<file path="config.mk">
export PLATFORM = sky130hd
export DESIGN_NAME = ultrasonic_ranger_p
export DESIGN_NICKNAME = d
export VERILOG_FILES = /design/src/rtl/ultrasonic_ranger_p.sv
export SDC_FILE = /design/constraint.sdc
export NUM_CORES = 1
export LEC_CHECK = 0
export CAP_MARGIN = 20
export CORE_UTILIZATION = 60
export DETAILED_ROUTE_END_ITERATION = 8
export PLACE_DENSITY = 0.84
export SKIP_LAST_GASP = 1
export SYNTH_ARGS = -nofsm -noshare
export SYNTH_HDL_FRONTEND = slang
export SYNTH_SLANG_ARGS = --single-unit
</file>
<file path="constraint.sdc">
create_clock -name CLK_50M -period 2.2 [get_ports CLK_50M]
set_input_delay 0.33 -clock CLK_50M [delete_from_list [all_inputs] [get_ports CLK_50M]]
set_output_delay 0.33 -clock CLK_50M [all_outputs]
set_load 0.03 [all_outputs]
</file>
<file path="src/rtl/ultrasonic_ranger_p.sv">
// ultrasonic_ranger_p: HC-SR04 style ranger with BCD distance, timeout, overrange and continuous mode.
// Optional echo persistence filter enabled by defining US_ECHO_FILTER_EN.
module ultrasonic_ranger_p #(
  parameter int TRIG_HIGH_CYC    = 500,
  parameter int PERIOD_CYC       = 1_000_000,
  parameter int TICK_DIV         = 2941,
  parameter int BCD_DIGITS       = 4,
  parameter int RISE_TIMEOUT_CYC = 1_500_000,
  parameter int ECHO_FILT_LEN    = 4
) (
  input  logic                    CLK_50M,
  input  logic                    RST,
  input  logic                    Echo,
  input  logic                    mode,
  input  logic                    start,
  output logic                    Trig,
  output logic [4*BCD_DIGITS-1:0] data,
  output logic                    data_valid,
  output logic                    timeout,
  output logic                    overrange,
  output logic                    busy
);
  localparam int PW = $clog2(PERIOD_CYC);
  localparam int CMAX = (TRIG_HIGH_CYC > RISE_TIMEOUT_CYC) ? TRIG_HIGH_CYC : RISE_TIMEOUT_CYC;
  localparam int CW = $clog2(CMAX + 1);
  localparam int TW = $clog2(TICK_DIV);
  localparam int DW = 4 * BCD_DIGITS;
  typedef enum logic [2:0] {S_IDLE, S_TRIG, S_WAIT, S_MEAS, S_DONE} state_t;
  if (TICK_DIV < 2 || ECHO_FILT_LEN < 2 || PERIOD_CYC <= TRIG_HIGH_CYC || TRIG_HIGH_CYC < 1)
    $error("ultrasonic_ranger_p: illegal parameter set");
  state_t r_state, w_next;
  logic r_s1, r_s2, r_s3, w_echo, w_rise, w_fall;
  logic r_first, r_to_p, r_ov_p;
  logic [PW-1:0] r_per;
  logic [CW-1:0] r_cyc;
  logic [TW-1:0] r_tick;
  logic [DW-1:0] r_acc, w_inc;
  logic w_all9, w_carry, w_wrap, w_per_hit, w_enter_trig;
`ifdef US_ECHO_FILTER_EN
  localparam int FW = $clog2(ECHO_FILT_LEN);
  logic r_filt;
  logic [FW-1:0] r_fcnt;
  // filtered echo flips only after ECHO_FILT_LEN consecutive differing samples
  always_ff @(posedge CLK_50M) begin
    if (RST) begin
      r_filt <= 1'b0;
      r_fcnt <= '0;
    end else if (r_s2 == r_filt) begin
      r_fcnt <= '0;
    end else if (r_fcnt == FW'(ECHO_FILT_LEN - 1)) begin
      r_filt <= r_s2;
      r_fcnt <= '0;
    end else begin
      r_fcnt <= r_fcnt + 1'b1;
    end
  end
  assign w_echo = r_filt;
`else
  assign w_echo = r_s2;
`endif
  assign w_rise = w_echo & ~r_s3;
  assign w_fall = ~w_echo & r_s3;
  assign w_per_hit = r_first | (r_per == PW'(PERIOD_CYC - 1));
  assign w_wrap = r_tick == TW'(TICK_DIV - 1);
  assign w_enter_trig = (r_state == S_IDLE) && (w_next == S_TRIG);
  always_comb begin
    w_inc = r_acc;
    w_all9 = 1'b1;
    w_carry = 1'b1;
    for (int d = 0; d < BCD_DIGITS; d++) begin
      w_all9 = w_all9 & (r_acc[4*d +: 4] == 4'd9);
      if (w_carry) begin
        w_inc[4*d +: 4] = (r_acc[4*d +: 4] == 4'd9) ? 4'd0 : r_acc[4*d +: 4] + 4'd1;
        w_carry = r_acc[4*d +: 4] == 4'd9;
      end
    end
  end
  always_ff @(posedge CLK_50M) begin
    if (RST) r_state <= S_IDLE;
    else r_state <= w_next;
  end
  always_comb begin
    w_next = r_state;
    case (r_state)
      S_IDLE: w_next = ((mode && w_per_hit) || (!mode && start)) ? S_TRIG : S_IDLE;
      S_TRIG: w_next = (r_cyc == CW'(TRIG_HIGH_CYC - 1)) ? S_WAIT : S_TRIG;
      S_WAIT: w_next = w_rise ? S_MEAS : (r_cyc == CW'(RISE_TIMEOUT_CYC - 1)) ? S_DONE : S_WAIT;
      S_MEAS: w_next = w_fall ? S_DONE : S_MEAS;
      S_DONE: w_next = S_IDLE;
      default: w_next = S_IDLE;
    endcase
  end
  always_comb begin
    Trig = r_state == S_TRIG;
    busy = r_state != S_IDLE;
  end
  always_ff @(posedge CLK_50M) begin
    if (RST) begin
      {r_s1, r_s2, r_s3} <= '0;
      r_first <= 1'b1;
      r_to_p <= 1'b0;
      r_ov_p <= 1'b0;
      r_per <= '0;
      r_cyc <= '0;
      r_tick <= '0;
      r_acc <= '0;
      data <= '0;
      data_valid <= 1'b0;
      timeout <= 1'b0;
      overrange <= 1'b0;
    end else begin
      r_s1 <= Echo;
      r_s2 <= r_s1;
      r_s3 <= w_echo;
      r_cyc <= (w_next != r_state || r_state == S_IDLE) ? '0 : r_cyc + 1'b1;
      r_per <= w_enter_trig ? '0 : (r_per == PW'(PERIOD_CYC - 1)) ? r_per : r_per + 1'b1;
      if (w_enter_trig) begin
        r_first <= 1'b0;
        r_to_p <= 1'b0;
        r_ov_p <= 1'b0;
      end
      if (r_state == S_WAIT && w_next == S_DONE) r_to_p <= 1'b1;
      if (r_state == S_WAIT && w_next == S_MEAS) begin
        r_tick <= '0;
        r_acc <= '0;
      end
      if (r_state == S_MEAS) begin
        r_tick <= w_wrap ? '0 : r_tick + 1'b1;
        if (w_wrap && w_all9) r_ov_p <= 1'b1;
        if (w_wrap && !w_all9) r_acc <= w_inc;
      end
      data_valid <= r_state == S_DONE;
      if (r_state == S_DONE) begin
        data <= r_to_p ? '0 : r_acc;
        timeout <= r_to_p;
        overrange <= r_ov_p;
      end
    end
  end
endmodule
</file>
=== Word-level counts from Yosys, hierarchy flattened ===
Cells that the tools add are included.

* $add $sub $neg: 7
* Eq/ne operators: 19
* Bitwise logic cells: 8
* Reduce and logical (&&, ||, !) cells: 17
* Multiplexer cells: 27

{| class="wikitable"
|+ Operators with widths
! kind !! number
|-
| 2-to-1 mux 16 bit || 4
|-
| 2-to-1 mux 12 bit || 3
|-
| 2-to-1 mux 4 bit || 7
|-
| adder 21 x 1 -> 21 bit, second input constant || 1
|-
| == test 21 bit, second input constant || 1
|-
| == test 21 x 9 -> 1 bit, second input constant || 1
|-
| adder 20 x 1 -> 20 bit, second input constant || 1
|-
| == test 20 bit, second input constant || 1
|-
| adder 4 x 1 -> 4 bit, second input constant || 4
|-
| == test 4 bit, second input constant || 4
|-
| adder 12 x 1 -> 12 bit, second input constant || 1
|-
| == test 12 bit, second input constant || 1
|-
| case mux 3 bit (4 select lines) || 1
|-
| == test 3 x 2 -> 1 bit, second input constant || 3
|-
| 2-to-1 mux 3 bit || 3
|-
| 2-to-1 mux 1 bit || 8
|-
| logical AND 1 bit || 7
|-
| == test 3 x 1 -> 1 bit, second input constant || 2
|-
| == test 3 bit, second input constant || 2
|-
| != test 3 x 2 -> 1 bit, second input constant || 2
|-
| AND 1 bit || 5
|-
| nonzero test 2 bit || 2
|-
| OR reduction 2 bit || 2
|-
| zero test 3 bit || 1
|-
| 8 further kinds || 11
|}

* Output and inout port bits: 21
* Flip-flop bits (word level): 97

=== Logic depth before layout (Yosys ltp) ===
Gate-level depths: netlist of run 1.

* Depth after elaboration: 11
* Mapped depth: 8
* Gate-level depth less buffers: 7

=== Worst setup path before layout of run 1 ===
Ideal clock, no wire load.

* Path kind: register to register
* Start point: register r_state[0]
* End point: register r_cyc[3]
* Stages on the path, launching flop included: 8
* Data required time: 2074 ps
* Buffers on the path: 2
* Path slack: -182 ps
* Arrival time: 2255 ps
* Clock period less this slack: 2382 ps
* Path through: dfxtp_1 -> buf_2 -> nor3b_1 -> inv_1 -> nor4_1 -> a211o_1 -> buf_2 -> nor3_1

* Longest elaborated chain between the ends: 5
* Elaborated cells on any way between the ends: 8

{| class="wikitable"
|+ Ends and longest elaborated chain
! element !! RTL line !! text
|-
| start, declared || 31 || <nowiki>state_t r_state, w_next;</nowiki>
|-
| start signal, assigned || 80 || <nowiki>else r_state <= w_next;</nowiki>
|-
| == test 3 x 1 -> 1 bit || -- ||
|-
| via Trig || 16 || <nowiki>output logic Trig,</nowiki>
|-
| case mux 3 bit (4 select lines) || 84 || <nowiki>case (r_state)</nowiki>
|-
| != test 3 bit || 115 || <nowiki>r_cyc <= (w_next != r_state || r_state == S_IDLE) ? '0 : r_cyc + 1'b1;</nowiki>
|-
| logical OR 1 bit || 115 ||
|-
| OR reduction 2 bit (no line) || -- ||
|-
| end signal, assigned || 115 ||
|-
| end, declared || 35 || <nowiki>logic [CW-1:0] r_cyc;</nowiki>
|}

The timed path passes the listed nets, and every way through them passes these cells.
A chain may end at the register's enable or synchronous reset.

=== Final worst setup path of run 1 ===
* Start point: register r_state[2]
* End point: output busy

* Longest elaborated chain between the ends: 1

{| class="wikitable"
|+ Ends and longest elaborated chain
! element !! RTL line !! text
|-
| nonzero test 3 bit || 95 || <nowiki>busy = r_state != S_IDLE;</nowiki>
|-
| end, declared || 21 || <nowiki>output logic busy</nowiki>
|}

Every way passes these cells.

==> flow_metrics.tcl, run 1 <==
set metrics [dict create \
    timing.rr.start "r_per[7]" \
    cts-root-buf "clkbuf_8" \
    yosysWarnings 0 \
    synthMostInstantiatedCell "dfxtp_1" \
    clkSlewWorstSetupHoldPaths_ps 90 \
    area_growth_pct 14.3 \
    antennaDiodeCount 0 \
    num_vias 4158 \
    grt_usage_pct 25.7 \
    firstDrtPassIters 4 \
    chipHeight_um 90.6 \
    grt_max_degree 32 \
    syn_area_mm2 0.00471 \
    fin_crit_sh_pct 96.6 \
    top_usage_layer "met2" \
    reg2reg_to "r_cyc[5]" \
    grt.overflow.total 0 \
    worstPathArrival_ps 1790 \
    grt_util_met2_pct 43.8 \
    status "completed" \
    worst_pin_slew_ps 667 \
    final_nets 606 \
    dr.first_iter.drc_count 217 \
    syn-num-nets 574 \
    gp_routability_congestion 0.866 \
    drcViolationCount 0 \
    cp_slowest_cell "clkdlybuf4s50_1" \
    holdCritPathClass "reg -> reg" \
    dp_hpwl_um 7030 \
    fin_cells 701 \
    grt_first_pass_wirelength_um 17300 \
    async_flop_share_pct 0 \
    cts_buffers 9 \
    cp_data_required_time_ps 1870 \
    synth.top_cells.by_count "dfxtp_1 (97), nor2_1 (58), nand2_1 (51)" \
    wirelength_um 10200 \
    setup-violations-final 0 \
    hold_depth 1 \
    drive_above_1_share_pct 12.0 \
    synth_top_area_share_pct 41.2 \
    use_met3_pct 5.72 \
    dieArea_mm2 0.00822 \
    reg2reg_setup_slack_ps 120 \
    crit_buf_inv 1 \
    final-hold-violation-count 0 \
    rsz0062_at_grt "no" \
    endpoint_kind "output port" \
    critPathMaxStageDelay_ps 610 \
    grt_pass1_vias 3875 \
    use_met1_pct 32.1 \
    crit_chain "or3_1 > clkdlybuf4s50_1" \
    r2r_cells 6 \
    wire_per_inst_um 14.5 \
    post_cts.repair.setup_buffers 0 \
    synth_cell_type_count 60 \
    holdPathEnd "r_first" \
    antenna_left 0 \
    synth_edf_count 0 \
    finalSetupTns_ps 0 \
    core_mm2 0.00741 \
    io_buffers 25 \
    fmax_ghz 0.471 \
    min_from "r_first" \
    slew_viol_final 0 \
    syn_inst 565 \
    clock_latency_ps 380 \
    crit_type "reg -> out" \
    cp-start-kind "register" \
    slew-limit-headroom_pct 55.5 \
    skew_ps 12.7 \
    ioPinCount 26 \
    ys_ff_latch 97 \
    cts_tree "built" \
    power_density_mw_per_mm2 574 \
    p_leak_nw 1.65 \
    ys.flop_type "dfxtp_1" \
    netlist_top_cells_area "dfxtp_1 (41%), nor2_1 (4.6%), a21oi_1 (4.5%), nand2_1 (4.1%), xor2_1 (3.7%)" \
    placed_cells 685 \
    row_count 31 \
    max_cap_viol_count 0 \
    synth.avg_cell_area_um2 8.34 \
    clockBufferDepth 2 \
    antenna_found_initial 0 \
    final.fill_count 532 \
    cts.sinks 97 \
    cts.htree.levels 3 \
    yosysSeqAreaShare_pct 41.2 \
    cts_resized 0 \
    cp_max_fo 7 \
    yosysTopAreaCell "dfxtp_1" \
    cts-hold-fix-buffers 0 \
    die_w_um 90.6 \
    peakVddDrop_v 0.000427 \
    start_util_pct 63.6 \
    cp_top_family "buffers and inverters" \
    viasPerCell 5.93 \
    period_needed_ps 2120 \
]
[worst max path at each step]
stage | from | to | cells past startpoint
floorplan | r_state[0] | r_cyc[3] | 7
global placement | r_per[7] | r_cyc[4] | 6
detailed placement | r_per[7] | r_cyc[4] | 6
CTS | r_state[2] | busy | 2
global route | r_state[0] | Trig | 2
finish | r_state[2] | busy | 2
[report_power, final]
group	total, W	leakage [nW]	internal [W]	switching [W]
Clock	0.00115	0.101	0.000470	0.000678
Sequential	0.00178	0.783	0.00177	0.0000111
Combinational	0.000165	0.764	0.0000636	0.000101
[cell families after synthesis]
family                   after synthesis  synth area share (%)
AND/OR/NAND/NOR                      287                  33.6
adder cells (fa/ha/maj)                4                  1.06
AO/OA/AOI/OAI                         99                  13.7
buffers and inverters                 43                  3.90
flip-flops                            97                  41.2
XOR/XNOR                              34                  6.32
multiplexers                           1                 0.239
[placed cells by master (no fill, tap or decap), drive strengths merged, types with 2 or more instances in the layout]
| cell | n |
|---|---|
| a211oi | 2 |
| a21o | 7 |
| a21oi | 42 |
| a22oi | 3 |
| a311oi | 11 |
| a31oi | 2 |
| a41oi | 2 |
| and2 | 3 |
| and3 | 9 |
| and4 | 2 |
| buf | 24 |
| clkbuf | 10 |
| clkdlybuf4s50 | 24 |
| clkinv | 2 |
| dfxtp | 97 |
| ha | 4 |
| inv | 20 |
| nand2 | 51 |
| nand2b | 12 |
| nand3 | 34 |
| nand3b | 4 |
| nand4 | 18 |
| nor2 | 58 |
| nor2b | 7 |
| nor3 | 43 |
| nor3b | 12 |
| nor4 | 9 |
| nor4bb | 4 |
| o21ai | 15 |
| o21bai | 3 |
| o32ai | 3 |
| or2 | 5 |
| or3 | 9 |
| or4 | 3 |
| xnor2 | 14 |
| xor2 | 20 |
[metrics by stage]
step	hold slack [ps]	cell area (um^2)	util (%)	power (W)	worst slack [ps]
finish	476	5390	72.7	0.00309	75.2
global route	478	5390	72.7	0.00321	2.03
CTS	473	5370	72.5	0.00312	61.2
detailed placement	456	5170	69.9	0.00198	126
global placement	423	5170	69.9	0.00198	198
floorplan	414	4720	-	0.00193	204
[state kept, by name, indices dropped and copies added (netlist names)]
register / count
r_cyc: 21
r_per: 20
data: 16
r_acc: 16
r_tick: 12
r_state: 3
data_valid: 1
overrange: 1
r_first: 1
r_ov_p: 1
r_s1: 1
r_s2: 1
r_s3: 1
r_to_p: 1
timeout: 1
[layer usage]
metal,vias up,wire [um]
met5,-,0
met4,0,155
met3,14,423
met2,77,5030
met1,1981,4570
li1,2086,-
[worst register-to-register path: cells and delay by family (launching register included)]
| kind | cells | cell delay (ps) |
|---|---|---|
| compound gates | 1 | 330 |
| simple gates | 4 | 1080 |
| flops | 1 | 370 |
| buf+inv | 1 | 210 |
[area by class of cell]
class	count	area (um^2)	area share, %
Multi-Input combinational cell	425	2610	48.5
Tap cell	99	124	2.30
Inverter	16	60.1	1.11
Sequential cell	97	1940	36.0
Timing Repair Buffer	48	455	8.45
Clock inverter	6	57.6	1.07
Clock buffer	10	138	2.55
No activity file was read; power rests on OpenSTA's default activity.
==> run 2, diff against run 1 <==
--- a/config.mk
+++ b/config.mk
@@ -5,6 +5,7 @@
 export SDC_FILE = /design/constraint.sdc
 export NUM_CORES = 1
 export LEC_CHECK = 0
+export ABC_AREA = 1
 export CAP_MARGIN = 20
 export CORE_UTILIZATION = 60
 export DETAILED_ROUTE_END_ITERATION = 8
==> run 2 against run 1 <==
  * Final cell count up 18%
  * Clock power down 9%
  * Total power down 4.5%
  * Critical path type unchanged
  * Highest routed layer unchanged
==> flow_metrics.tcl, run 2 <==
set metrics [dict create \
    grt_pass1_vias 4410 \
    async_flop_share_pct 0 \
    ioPinCount 26 \
    switching_power_w 0.000731 \
    largest_register_ffs 21 \
    final_nets 726 \
    synthMostInstantiatedCell "nand2_1" \
    synth.top_cells.by_count "nand2_1 (156), dfxtp_1 (97), inv_1 (81)" \
    antenna_left 0 \
    multi_input_area_mm2 0.00253 \
    crit_chain "inv_1 > nand2_1 > clkdlybuf4s50_1" \
    status "completed" \
    worstPathArrival_ps 1690 \
    setup-violations-final 0 \
    cp-start-kind "register" \
    synth_cell_type_count 42 \
    swShare_pct 24.8 \
    cts.htree.levels 3 \
    rsz0062_at_grt "no" \
    endpoint_kind "output port" \
    cts.sinks 97 \
    timing.rr.start "r_cyc[8]" \
    slew-limit-headroom_pct 66.8 \
    post_dp_cell_area_mm2 0.00526 \
    antenna_found_initial 0 \
    synth_top_area_share_pct 39.9 \
    syn_inst 684 \
    grt_first_pass_wirelength_um 18800 \
    die_w_um 92.1 \
    final_common_cell "nand2_1" \
    area_growth_pct 11.7 \
    yosysWarnings 0 \
    slew_viol_final 0 \
    cts_buffers 9 \
    syn-num-nets 693 \
    power_frac_comb_pct 4.3 \
    netlist_top_cells_area "dfxtp_1 (40%), nand2_1 (12%), inv_1 (6.2%), nor2_1 (5.7%), a21oi_1 (5.5%)" \
    crit_type "reg -> out" \
    grt.overflow.total 0 \
    viasPerCell 5.42 \
    seq_area_mm2 0.00194 \
    row_count 32 \
    final_cell_mix "nand2_1 (156), dfxtp_1 (97), inv_1 (81)" \
    critPathMaxStageDelay_ps 670 \
    firstDrtPassIters 5 \
    io_buffers 25 \
    cts_tree "built" \
    seqPwrFrac_pct 60.2 \
    worst_pin_slew_ps 497 \
    core_mm2 0.00777 \
    ys.flop_type "dfxtp_1" \
    cp_max_fo 6 \
    wire_per_inst_um 13.0 \
    top_regs "r_cyc x21, r_per x20" \
    power_density_mw_per_mm2 543 \
    post_cts.repair.setup_buffers 0 \
    pwr-share-clk_pct 35.5 \
    period_needed_ps 2020 \
    peakVddDrop_v 0.000363 \
    drcViolationCount 0 \
    cts-root-buf "clkbuf_8" \
    drive_above_1_share_pct 12.3 \
    dr.first_iter.drc_count 328 \
    clock_latency_ps 370 \
    clkSlewWorstSetupHoldPaths_ps 90 \
    max_cap_viol_count 0 \
    cp_data_required_time_ps 1870 \
    wirelength_um 10700 \
    min_from "r_s1" \
    dp_hpwl_um 7700 \
    gp_routability_congestion 0.910 \
    clockBufferDepth 2 \
    cp_slowest_cell "clkdlybuf4s50_1" \
    yosysSeqAreaShare_pct 39.9 \
    fin_crit_sh_pct 91.8 \
    whs_ps 415 \
    start_util_pct 62.6 \
    yosysTopAreaCell "dfxtp_1" \
    finalSetupTns_ps 0 \
    antennaDiodeCount 0 \
    skew_ps 13.5 \
    syn_area_mm2 0.00487 \
    final.fill_count 655 \
    ys_ff_latch 97 \
    final_area_mm2 0.00544 \
    internal-power_w 0.00222 \
    p_leak_nw 1.99 \
    top_register "r_cyc" \
    holdCritPathClass "reg -> reg" \
    synth_edf_count 0 \
    grt_usage_pct 27.3 \
    synth.avg_cell_area_um2 7.11 \
    grt_max_degree 46 \
    chipHeight_um 92.1 \
    reg2reg_setup_slack_ps 290 \
    fmax_ghz 0.495 \
    dieArea_mm2 0.00847 \
    startpoint "r_state[2]" \
    final-hold-violation-count 0 \
    num_vias 4466 \
]
==> run 2: cell types whose count changed after synthesis, moves of 12 or more <==
| cell | before | now |
|---|---|---|
| nor3_1 | 33 | 15 |
| nand2b_1 | 12 | 0 |
| nor3b_1 | 12 | 0 |
| inv_1 | 16 | 81 |
| nand3_1 | 33 | 47 |
| nor2_1 | 58 | 74 |
| clkbuf_1 | 19 | 7 |
| nor2_2 | 0 | 25 |
| nand2_1 | 51 | 156 |
==> run 2: power by group through the flow <==
stage / Clock, W / Sequential, W / Combinational [W]
2_1_floorplan: 0 / 0.00181 / 0.0000876
3_3_place_gp: 0 / 0.00182 / 0.000122
3_5_place_dp: 0 / 0.00182 / 0.000126
4_1_cts: 0.00106 / 0.00178 / 0.000125
5_1_grt: 0.00114 / 0.00178 / 0.000141
6_report: 0.00105 / 0.00178 / 0.000128
==> run 2: worst paths after layout <==
check	endpoint	cells past startpoint
max	busy	3
min	r_s2	2
max reg2reg	r_cyc[15]	10
min reg2reg	r_s2	2
==> run 2: layout make-up <==
class	instances	area share [%]
sequential	97	35.7
clock buffer	10	2.35
tap	102	2.35
timing repair buffer	35	6.10
clock inverter	6	0.783
inverter	88	6.12
multi-input combinational	486	46.6
==> run 2: stage by stage <==
step | cells | setup WS (ps) | total power, W | util (%)
6_report | 824 | 179 | 0.00295 | 70.0
5_1_grt | 824 | 97.0 | 0.00305 | 70.0
4_1_cts | 824 | 182 | 0.00296 | 69.9
3_5_place_dp | 808 | 207 | 0.00194 | 67.7
3_3_place_gp | 808 | 300 | 0.00194 | 67.7
2_1_floorplan | 684 | 259 | 0.00190 | -
==> run 2: cell families after synthesis <==
kind of cell    count (synthesis)  synth area share, %
compound gates                 88                 9.87
xor+xnor                       33                 5.94
fa+ha+maj                       4                 1.03
buf+inv                       101                 8.23
flops                          97                 39.9
simple gates                  361                 35.0
==> run 2: metal layers <==
layer	part of all wire [%]	GRT usage, %	vias to the layer above
met5	0	0	-
met1	45	32.8	2086
li1	-	-	2237
met2	50	48.6	120
met4	2.2	12.1	0
met3	3.5	3.32	23
==> run 2: what timing repair did <==
action                                  in CTS  in global routing
endpoints found under the hold margin        0                  0
endpoints found under the setup margin       1                  2
hold buffers                                 0                  0
resized for setup                            1                  1
gates cloned                                 0                  0
==> run 2: worst max-delay path, delay by kind of cell (launching register included) <==
| kind | cells | cell delay [ps] |
|---|---|---|
| flops | 1 | 490 |
| buf+inv | 2 | 740 |
| simple gates | 1 | 100 |
